**src/rtl/uart_tx_arb.sv**
```systemverilog
// uart_tx_arb: round-robin, packet-atomic arbiter that feeds one uart_tx serializer.
// Optional owner-stall release is compiled in when UART_ARB_TIMEOUT_EN is defined.
module uart_tx_arb #(
  parameter int CLK_FREQ       = 50_000_000,
  parameter int UART_BPS       = 115200,
  parameter int N_REQ          = 4,
  parameter int GUARD_CYCLES   = 16,
  parameter int TIMEOUT_CYCLES = 65535
) (
  input  logic               clk,
  input  logic               rst,
  input  logic [N_REQ-1:0]   req_valid,
  input  logic [8*N_REQ-1:0] req_data,
  input  logic [N_REQ-1:0]   req_last,
  output logic [N_REQ-1:0]   req_ready,
  output logic [N_REQ-1:0]   grant,
  output logic               tx_start,
  output logic [7:0]         tx_data,
  output logic               busy,
  output logic [1:0]         dbg_state
);

  localparam int BYTE_CYCLES = (CLK_FREQ / UART_BPS) * 10 + GUARD_CYCLES;
  localparam int CW = $clog2(BYTE_CYCLES);
  localparam int OW = $clog2(N_REQ);
  localparam logic [CW-1:0] CNT_LOAD = CW'(BYTE_CYCLES - 1);

  typedef enum logic [1:0] {
    IDLE = 2'd0,
    SEND = 2'd1,
    WAIT = 2'd2
  } state_t;

  state_t            state_q;
  logic [OW-1:0]     owner_q;
  logic [OW-1:0]     last_owner_q;
  logic [N_REQ-1:0]  grant_q;
  logic [N_REQ-1:0]  req_ready_q;
  logic              busy_q;
  logic              last_q;
  logic [CW-1:0]     cnt_q;
  logic              tx_start_q;
  logic [7:0]        tx_data_q;

  logic              rr_hit_d;
  logic [OW-1:0]     rr_pick_d;
  logic              own_valid;
  logic              own_last;
  logic [7:0]        own_data;

`ifdef UART_ARB_TIMEOUT_EN
  localparam int SW = $clog2(TIMEOUT_CYCLES + 1);
  localparam logic [SW-1:0] STALL_LAST = SW'(TIMEOUT_CYCLES - 1);
  logic [SW-1:0] stall_q;
`else
  logic unused_timeout;
  assign unused_timeout = (TIMEOUT_CYCLES > 0);
`endif

  // Smallest offset from last_owner+1 wins, so scan offsets downward and let the last hit stand.
  always_comb begin
    rr_hit_d  = 1'b0;
    rr_pick_d = '0;
    for (int k = N_REQ; k >= 1; k--) begin
      for (int i = 0; i < N_REQ; i++) begin
        if (req_valid[i] && (((int'(last_owner_q) + k) % N_REQ) == i)) begin
          rr_hit_d  = 1'b1;
          rr_pick_d = OW'(i);
        end
      end
    end
  end

  always_comb begin
    own_valid = 1'b0;
    own_last  = 1'b0;
    own_data  = 8'h00;
    for (int i = 0; i < N_REQ; i++) begin
      if (owner_q == OW'(i)) begin
        own_valid = req_valid[i];
        own_last  = req_last[i];
        own_data  = req_data[i*8 +: 8];
      end
    end
  end

  // valid/ready: a byte moves on a rising edge where req_valid[i] and req_ready[i] are both high.
  always_ff @(posedge clk or negedge rst) begin
    if (!rst) begin
      state_q      <= IDLE;
      owner_q      <= '0;
      last_owner_q <= OW'(N_REQ - 1);
      grant_q      <= '0;
      req_ready_q  <= '0;
      busy_q       <= 1'b0;
      last_q       <= 1'b0;
      cnt_q        <= '0;
      tx_start_q   <= 1'b0;
      tx_data_q    <= 8'h00;
`ifdef UART_ARB_TIMEOUT_EN
      stall_q      <= '0;
`endif
    end else begin
      tx_start_q <= 1'b0;
      case (state_q)
        IDLE: begin
          if (rr_hit_d) begin
            owner_q     <= rr_pick_d;
            grant_q     <= N_REQ'(1) << rr_pick_d;
            req_ready_q <= N_REQ'(1) << rr_pick_d;
            busy_q      <= 1'b1;
            state_q     <= SEND;
          end
        end
        SEND: begin
          if (own_valid) begin
            tx_data_q   <= own_data;
            tx_start_q  <= 1'b1;
            last_q      <= own_last;
            cnt_q       <= CNT_LOAD;
            req_ready_q <= '0;
            state_q     <= WAIT;
`ifdef UART_ARB_TIMEOUT_EN
            stall_q     <= '0;
          end else if (stall_q == STALL_LAST) begin
            state_q      <= IDLE;
            grant_q      <= '0;
            req_ready_q  <= '0;
            busy_q       <= 1'b0;
            last_owner_q <= owner_q;
            stall_q      <= '0;
          end else begin
            stall_q <= stall_q + 1'b1;
`endif
          end
        end
        WAIT: begin
          if (cnt_q != '0) begin
            cnt_q <= cnt_q - 1'b1;
          end else if (last_q) begin
            state_q      <= IDLE;
            grant_q      <= '0;
            busy_q       <= 1'b0;
            last_owner_q <= owner_q;
          end else begin
            req_ready_q <= grant_q;
            state_q     <= SEND;
          end
        end
        default: state_q <= IDLE;
      endcase
    end
  end

  assign req_ready = req_ready_q;
  assign grant     = grant_q;
  assign tx_start  = tx_start_q;
  assign tx_data   = tx_data_q;
  assign busy      = busy_q;
  assign dbg_state = state_q;

endmodule
```
**config.mk**
```make
export PLATFORM = sky130hd
export DESIGN_NAME = uart_tx_arb
export DESIGN_NICKNAME = d
export VERILOG_FILES = /design/src/rtl/uart_tx_arb.sv
export SDC_FILE = /design/constraint.sdc
export NUM_CORES = 1
export LEC_CHECK = 0
export CORE_AREA = 4 4 85 87
export DETAILED_ROUTE_END_ITERATION = 16
export DIE_AREA = 0 0 89 91
export PLACE_DENSITY_LB_ADDON = 0.12
export SYNTH_ARGS = -nofsm -noshare
export SYNTH_HDL_FRONTEND = slang
export SYNTH_SLANG_ARGS = --single-unit
```
**constraint.sdc**
```tcl
create_clock -name clk -period 4.7 [get_ports clk]
set_input_delay 0.47 -clock clk [delete_from_list [all_inputs] [get_ports clk]]
set_output_delay 0.47 -clock clk [all_outputs]
set_load 0.01 [all_outputs]
```
Word-level counts from Yosys, hierarchy flattened
Index checks and enable logic that the tools add are counted.

Bits in registers: 38. Input port bits: 42. Output and inout port bits: 20. Word-level logic and storage cells: 146.

Add/sub/neg operators: 5. Eq/ne operators: 23. Shift-type cells: 1. Mux-type cells: 65. Bitwise gates (word level): 5. Reductions and logical operators: 37.

Operator list (count): 32-bit logical NOT (4); 2-bit 2-to-1 mux (17); 8-bit 2-to-1 mux (4); 1-bit 2-to-1 mux (31); 13-bit 2-to-1 mux (2); 13-bit case mux with 2 select lines (1); 3-bit == test (second input constant) (8); 4-bit 2-to-1 mux (6); 1-bit logical AND (16); 13-bit nonzero test (1); 13-bit by 1-bit subtractor with 13-bit output (second input constant) (1); 3-bit by 2-bit == test with 1-bit output (second input constant) (4); 2-bit != test (second input constant) (6); 4-bit case mux with 3 select lines (1); 3-bit AND reduction (3); 4-bit case mux with 2 select lines (1); 2-bit OR reduction (4); 2-bit == test (second input constant) (3); 2-bit case mux with 3 select lines (1); 5-bit AND reduction (1); 2-bit by 1-bit adder with 2-bit output (second input constant) (2); 2-bit adder (second input constant) (2); 1-bit bitwise AND (first input constant) (4); 2-bit by 1-bit == test with 1-bit output (second input constant) (2); 8 further kinds (11).

Longest topological paths before layout
Word-level depth: 23. Mapped depth: 8. Mapped depth without buffers: 7.

Least setup slack after synthesis
Ideal clock, no wire load.

Path type: flip-flop to flip-flop. From: register cnt_q[0]. To: register req_ready_q[1], in the netlist req_ready[1]. Library setup time: 0.119 ns. Arrival time: 2.048 ns. Data required time: 4.581 ns. Path slack: 2.534 ns. Cell stages (with the launch flop): 9. Path buffers: 1. Clock period less this slack: 2.166 ns. Path through: dfrtp_1 inv_1 ha_1 or4b_1 o41ai_4 and4bb_1 buf_4 o311ai_1 o21a_1.

Longest elaborated chain between the ends: 3.

Ends and longest elaborated chain: start: declaration (line 41) `logic [CW-1:0] cnt_q;`; start signal: assignment (line 139) `cnt_q <= cnt_q - 1'b1;`; 13-bit nonzero test (line 138) `if (cnt_q != '0) begin`; 2-bit != test (no line); 5-bit AND reduction (no line); end signal: assignment (line 110) `req_ready_q <= N_REQ'(1) << rr_pick_d;`; end signal: assignment (line 146) `req_ready_q <= grant_q;`; end: declaration (line 38) `logic [N_REQ-1:0] req_ready_q;`.

No other way between the ends. A chain may end at the register's enable or synchronous reset.

Worst setup path after layout
From: register state_q[0], in the netlist dbg_state[0]. To: register grant_q[0], in the netlist grant[0].

Longest elaborated chain between the ends: 3. Elaborated cells on any way between the ends: 8. Those cells by class: eq/ne: 4; mux: 1; reduce/logical: 3.

Ends and longest elaborated chain: start: declaration (line 34) `state_t state_q;`; start signal: assignment (line 90) `state_q <= IDLE;`; start signal: assignment (line 112) `state_q <= SEND;`; start signal: assignment (line 122) `state_q <= WAIT;`; 2-bit == test or 2-bit logical NOT (tied branches) (line 105) `case (state_q)`; 2-bit != test (no line) or 2-bit nonzero test (tied branches); 4-bit AND reduction (no line); end signal: assignment (line 109) `grant_q <= N_REQ'(1) << rr_pick_d;`; end: declaration (line 37) `logic [N_REQ-1:0] grant_q;`.

Parallel ways exist; a longest one is shown, timed or not.

==> out/metrics.cfg <==
[setup_path]
crit_start = dbg_state[0]
setup.worst_path.class = reg2reg
critical_path.n_buffers_inverters = 1
r2r_start = dbg_state[0]
count_of_cells_along_the_worst_register_to_register_path = 7
setup.reg_to_reg.worst_slack_ns = 2.15
setup.worst_path.end = grant[0]
worst_setup_path_end_kind = register
worst_r2r_endpoint = grant[0]
timing.critical_path.max_delay_family = simple AND/OR/NAND/NOR gates
cp.depth = 7
critical_path_peak_fanout = 15
cp_data_arrival_time_ns = 2.74
critPathMaxStageDelay_ns = 0.50
crit_slowest_cell = ha_1
start_kind = register
timing.critical_path.cells = inv_1 -> ha_1 -> nor2b_1 -> nand4_1 -> nor2_1 -> o21ai_0 -> a22o_1
timing.critical_path.required_ns = 4.89

[global_routing]
groute.layer.met1.usage_pct = 17.69
grt_max_degree = 39
global_routing_met3_resource_utilization_pct = 3.801
grt_antenna_before_repair = 0
grt_ovf = 0
grt_first_pass_wirelength_mm = 8.217
gr_layer_usage_met2_pct = 18.69
gr-max-usage-layer = met2
vias_in_the_first_global_route = 1725
global_router_s_overall_resource_usage_pct = 12.64

[detailed_routing]
post-route-drc-count = 0
drt-wirelength-per-cell_um = 14.68
drt_wirelength_mm = 4.947
ant_nets = 0
vias_per_cell = 5.255
vias = 1771
detail_route.first_pass.iterations = 4
detailedRoute.firstIterationViolations = 32

[clock_network]
cts_setup_buffers = 0
cts.sink_count = 38
root_buffer = clkbuf_8
cts_max_level = 2
path_clk_slew_ns = 0.08
cts_inserted_buffers = 5
cts_hold_buffers = 0
tritoncts = built
clock_path_buffers = 2
post_cts.resized_instances = 0
clock_latency_ns = 0.29

[synth]
synth_seq_cells = 38
netlist.top_cell.by_area = dfrtp_1
netlist.area_leader.share_pct = 41.10
average_cell_area_after_synthesis_um2 = 11.13
synth_nets = 244
synth_async_sr_flop_share_pct = 100.0
most_frequent_cells_after_synthesis = dfrtp_1 (36), nor2_1 (15), mux2_2 (14), nand2_1 (13), nand3_1 (10)
synth-main-ff-cell = dfrtp_1
number_of_library_cell_types_mapped_by_synthesis = 48
synth.yosys.seq_area_share_pct = 43.49
synthesis.instances = 197
synth.most_common_cell = dfrtp_1
synthesis.area_um2 = 2192
ys.warnings.count = 0
synth-edff-count = 0
synth.area.top_cells = dfrtp_1 (41%), mux4_2 (9.2%), mux2_2 (7.2%)

[placed_design]
place_inst = 329
gpl.final_weighted_congestion = 0.7377
io_buffer_count = 61
hpwl_mm = 3.762

[sta]
timing.setup.tns_ns = 0
final_hold_violating_endpoints = 0
timing.final.setup_violations = 0
worst_slew_margin_rel_pct = 44.78
setup_repair_after_global_routing_missed_its_margin = no
final.period_utilization_pct = 54.31
min_period_ns = 2.552
timing_worst_slew_pin_value_ns = 0.8283
skew_ns = 0.009123
fmax_ghz = 0.3918
report.final.slew_viol_count = 0

[min_path]
hp-class = in2async

[floorplan]
placeableCoreArea_um2 = 6350
die_x_um = 89
start_util_pct = 34.52
rows = 29
boundaryPins = 62
die_h_um = 91
die_area_um2 = 8099

[cells_and_area]
n_antenna_cell = 0
stdcell_count = 337
drive_gt1_share_pct = 16.15
flow.area_growth_from_synthesis_pct = 34.99
layout.core_utilization_pct = 46.60
final_nets = 306

[outcome]
run_status = finished clean

[power]
p_leak_nw = 1.192
power_per_cell_area_nw_per_um2 = 536.6
worst_ir_drop_vdd_mv = 0.2019

[job]
max-cap-violations = 0

==> where the power goes <==
group / internal, mW / switching (mW)
sequential: 0.443 / 0.120
clock: 0.118 / 0.119
combinational: 0.442 / 0.347
total: 1.00 / 0.586
==> state kept, by name, summed over array words and instances, names as in the netlist <==
signal and cells:
tx_data 8, busy 1, tx_start 1, owner_q 2, cnt_q 13, last_q 1
grant 4, last_owner_q 2, dbg_state 2, req_ready 4
==> cells in the final DEF (no fill, tap or decap), types with 4 or more instances in the layout <==
cell type and count:
clkdlybuf4s50_1 60, dfrtp_1 36, nor2_1 15, mux2_2 14, nand2_1 13, nand3_1 10, a21oi_1 9, mux4_2 9
xor2_1 7, inv_1 6, o21ai_0 6, clkbuf_8 6, nor2b_1 5, nand4_1 5, ha_1 5, nand2b_1 4
==> through the flow <==
| step | total power, mW | worst slack, ns | cell area (um2) | hold slack, ns |
|---|---|---|---|---|
| finish | 1.588 | 2.148 | 2959 | 0.2666 |
| global route | 1.703 | 1.905 | 2959 | 0.3445 |
| CTS | 1.611 | 2.120 | 2959 | 0.3031 |
| detailed placement | 1.370 | 2.058 | 2864 | 0.4779 |
| global placement | 1.372 | 2.103 | 2864 | 0.4692 |
| floorplan | 1.067 | 2.534 | 2192 | 0.1744 |
==> worst min path at each step <==
stage               endpoint  cells after the start  slack (ns)  from
detailed placement      busy                      1        0.48  busy
floorplan               busy                      0        0.17   rst
finish              cnt_q[5]                      1        0.27   rst
CTS                 cnt_q[9]                      1        0.30   rst
global placement        busy                      1        0.47  busy
global route        cnt_q[5]                      1        0.34   rst
==> kinds of logic (layout without fill, tap and decap cells) <==
kind of cell    count (synthesis)  count (layout)  synth area share (%)
flops                          38              38                 43.49
fa+ha+maj                       5               5                 2.854
compound gates                 38              38                 13.07
simple gates                   73              73                 18.49
xor+xnor                        7               7                 2.797
buf+inv                        12              75                 2.397
mux                            24              24                 16.89
==> area by class of cell <==
cell class | instances | area (um2)
Clock buffer | 6 | 82.58
Multi-Input combinational cell | 147 | 1186
Fill cell | 593 | 3391
Tap cell | 77 | 96.34
Sequential cell | 38 | 953.4
Clock inverter | 2 | 12.51
Inverter | 6 | 22.52
Timing Repair Buffer | 61 | 605.6
==> per-layer routing <==
metal | wire, um | share of wire (%)
met5 | 0 | 0
met4 | 56 | 1.1
met3 | 319 | 6.4
met2 | 2137 | 43
met1 | 2435 | 49
No activity file was read; power rests on OpenSTA's default activity.
==> edit, RTL diff (same settings) <==
Add a define of `UART_ARB_TIMEOUT_EN`.
--- a/src/rtl/uart_tx_arb.sv
+++ b/src/rtl/uart_tx_arb.sv
@@ -1,5 +1,7 @@
 // uart_tx_arb: round-robin, packet-atomic arbiter that feeds one uart_tx serializer.
 // Optional owner-stall release is compiled in when UART_ARB_TIMEOUT_EN is defined.
+`define UART_ARB_TIMEOUT_EN
+
 module uart_tx_arb #(
   parameter int CLK_FREQ       = 50_000_000,
   parameter int UART_BPS       = 115200,
Check against the original RTL: not settled (the Yosys comparison gave no result); the edit may change what the design does.
==> edit against the unedited design <==
Routed wire length up 46%. Largest cell class unchanged. Area after synthesis rose by 49%. Highest routed layer unchanged. Count of clock-buffer cells in the layout rose by 1. Worst setup slack worse by 0.078 ns. Core utilization up 16 points. Combinational power is 28% higher. Sequential cell count increased by 16. Sequential power rose by 29%. First-iteration DRC count increased to 4.7 times the old value. Design area increased by 34%. Critical path type unchanged. Power up 25%. Non-clock buffer count rose by 1. Clock power is 7% higher.
==> edit: results (changes against the unedited design) <==
status: "completed"
drt-initial-drc-count: 150  # +370%
top_register: "stall_q"
cp_max_fo: 26  # +11
max_slew_margin_pct: 44.05  # -0.73 points
viasPerCell: 5.911  # +12%
synth_nets: 355  # +45%
seqPwrFrac_pct: 36.4  # +1.0 points
cts.clk_slew.worst_paths_ns: 0.10  # +0.02 ns
yosys-top-cells-area: "dfrtp_1 40%, mux4_2 6.2%, o21ai_0 3.8%"
insertion_delay_ns: 0.31  # +0.02 ns
synth-compound-area-share_pct: 15.27  # +2.2 points
synthTopCellsByCount: "52 x dfrtp_1, 27 x nand2_1, 25 x o21ai_0"
powerComb_mw: 1.01  # +28%
routed_wirelength_um: 7239  # +46%
p_leak_nw: 1.676  # +41%
largest_reg_flops: 16  # +3
clock_skew_ns: 0.01094  # +0.001812 ns
layout.nets: 412  # +35%
grt_pass1_vias: 2628  # +52%
drive_gt1_share_pct: 12.67  # -3.5 points
grt_max_degree: 55  # +41%
swShare_pct: 38.95  # +2.1 points
dp_hpwl_um: 5316  # +41%
dp_slack_ns: 1.925  # -0.1324 ns
grt.total_usage_pct: 18.99  # +6.3 points
synth.yosys.seq_area_share_pct: 41.52  # -2.0 points
fillers: 519  # -12%
ir_worst_vdd_mv: 0.3342  # +66%
synthMuxAreaShare_pct: 16.35  # -0.55 points
grt_pass1_wl_um: 12480  # +52%
cp_top_family: "simple AND/OR/NAND/NOR gates"
synth_cell_types: 68  # +42%
edit: cell types whose count changed after synthesis, sizes merged, moves of 8 or more:
| cell | change |
|---|---|
| nand2 | +14 |
| mux2 | +8 |
| inv | +9 |
| dfrtp | +16 |
| nor3 | +9 |
| o21ai | +21 |
edit: final cells by class:
class / instances / area, um2 / share of cell area, %
repair buffers: 62 / 613.1 / 15.41
flip-flops and latches: 54 / 1354 / 34.03
well taps: 77 / 96.34 / 2.421
multi-input cells: 225 / 1783 / 44.81
inverters: 15 / 56.30 / 1.415
clock buffers: 7 / 76.32 / 1.918
edit: final timing paths:
check                           cells past startpoint  slack (ns)               to    startpoint
worst min-delay path                                2        0.28      stall_q[15]           rst
max in group asynchronous                           2        3.96         tx_start           rst
worst min register to register                      1        0.49             busy          busy
min in group clk                                    1        0.49             busy          busy
worst max-delay path                                7        2.07  last_owner_q[0]  dbg_state[0]
worst max register to register                      7        2.07  last_owner_q[0]  dbg_state[0]
edit: routing by layer:
metal	wire length, um	GRT usage, %	vias to the layer above
li1	-	-	1267
met1	3399	27.52	1253
met2	3329	28.03	71
met3	418	4.796	10
met4	91	5.707	0
met5	0	0	-
edit: per-stage QoR:
stage | total power, mW | instance area (um2) | std cells | utilization [%] | hold slack, ns
finish | 1.992 | 3979 | 440 | 62.66 | 0.2798
global placement | 1.724 | 3902 | 433 | 61.46 | 0.4692
CTS | 2.013 | 3979 | 440 | 62.66 | 0.3128
detailed placement | 1.755 | 3902 | 433 | 61.46 | 0.4743
floorplan | 1.427 | 3261 | 306 | - | 0.1744
global route | 2.139 | 3979 | 440 | 62.66 | 0.3294
edit: cells by family after synthesis:
group / count (synthesis)
compound gates: 70
xor+xnor: 3
fa+ha+maj: 7
buf+inv: 27
flops: 54
mux: 37
simple gates: 108
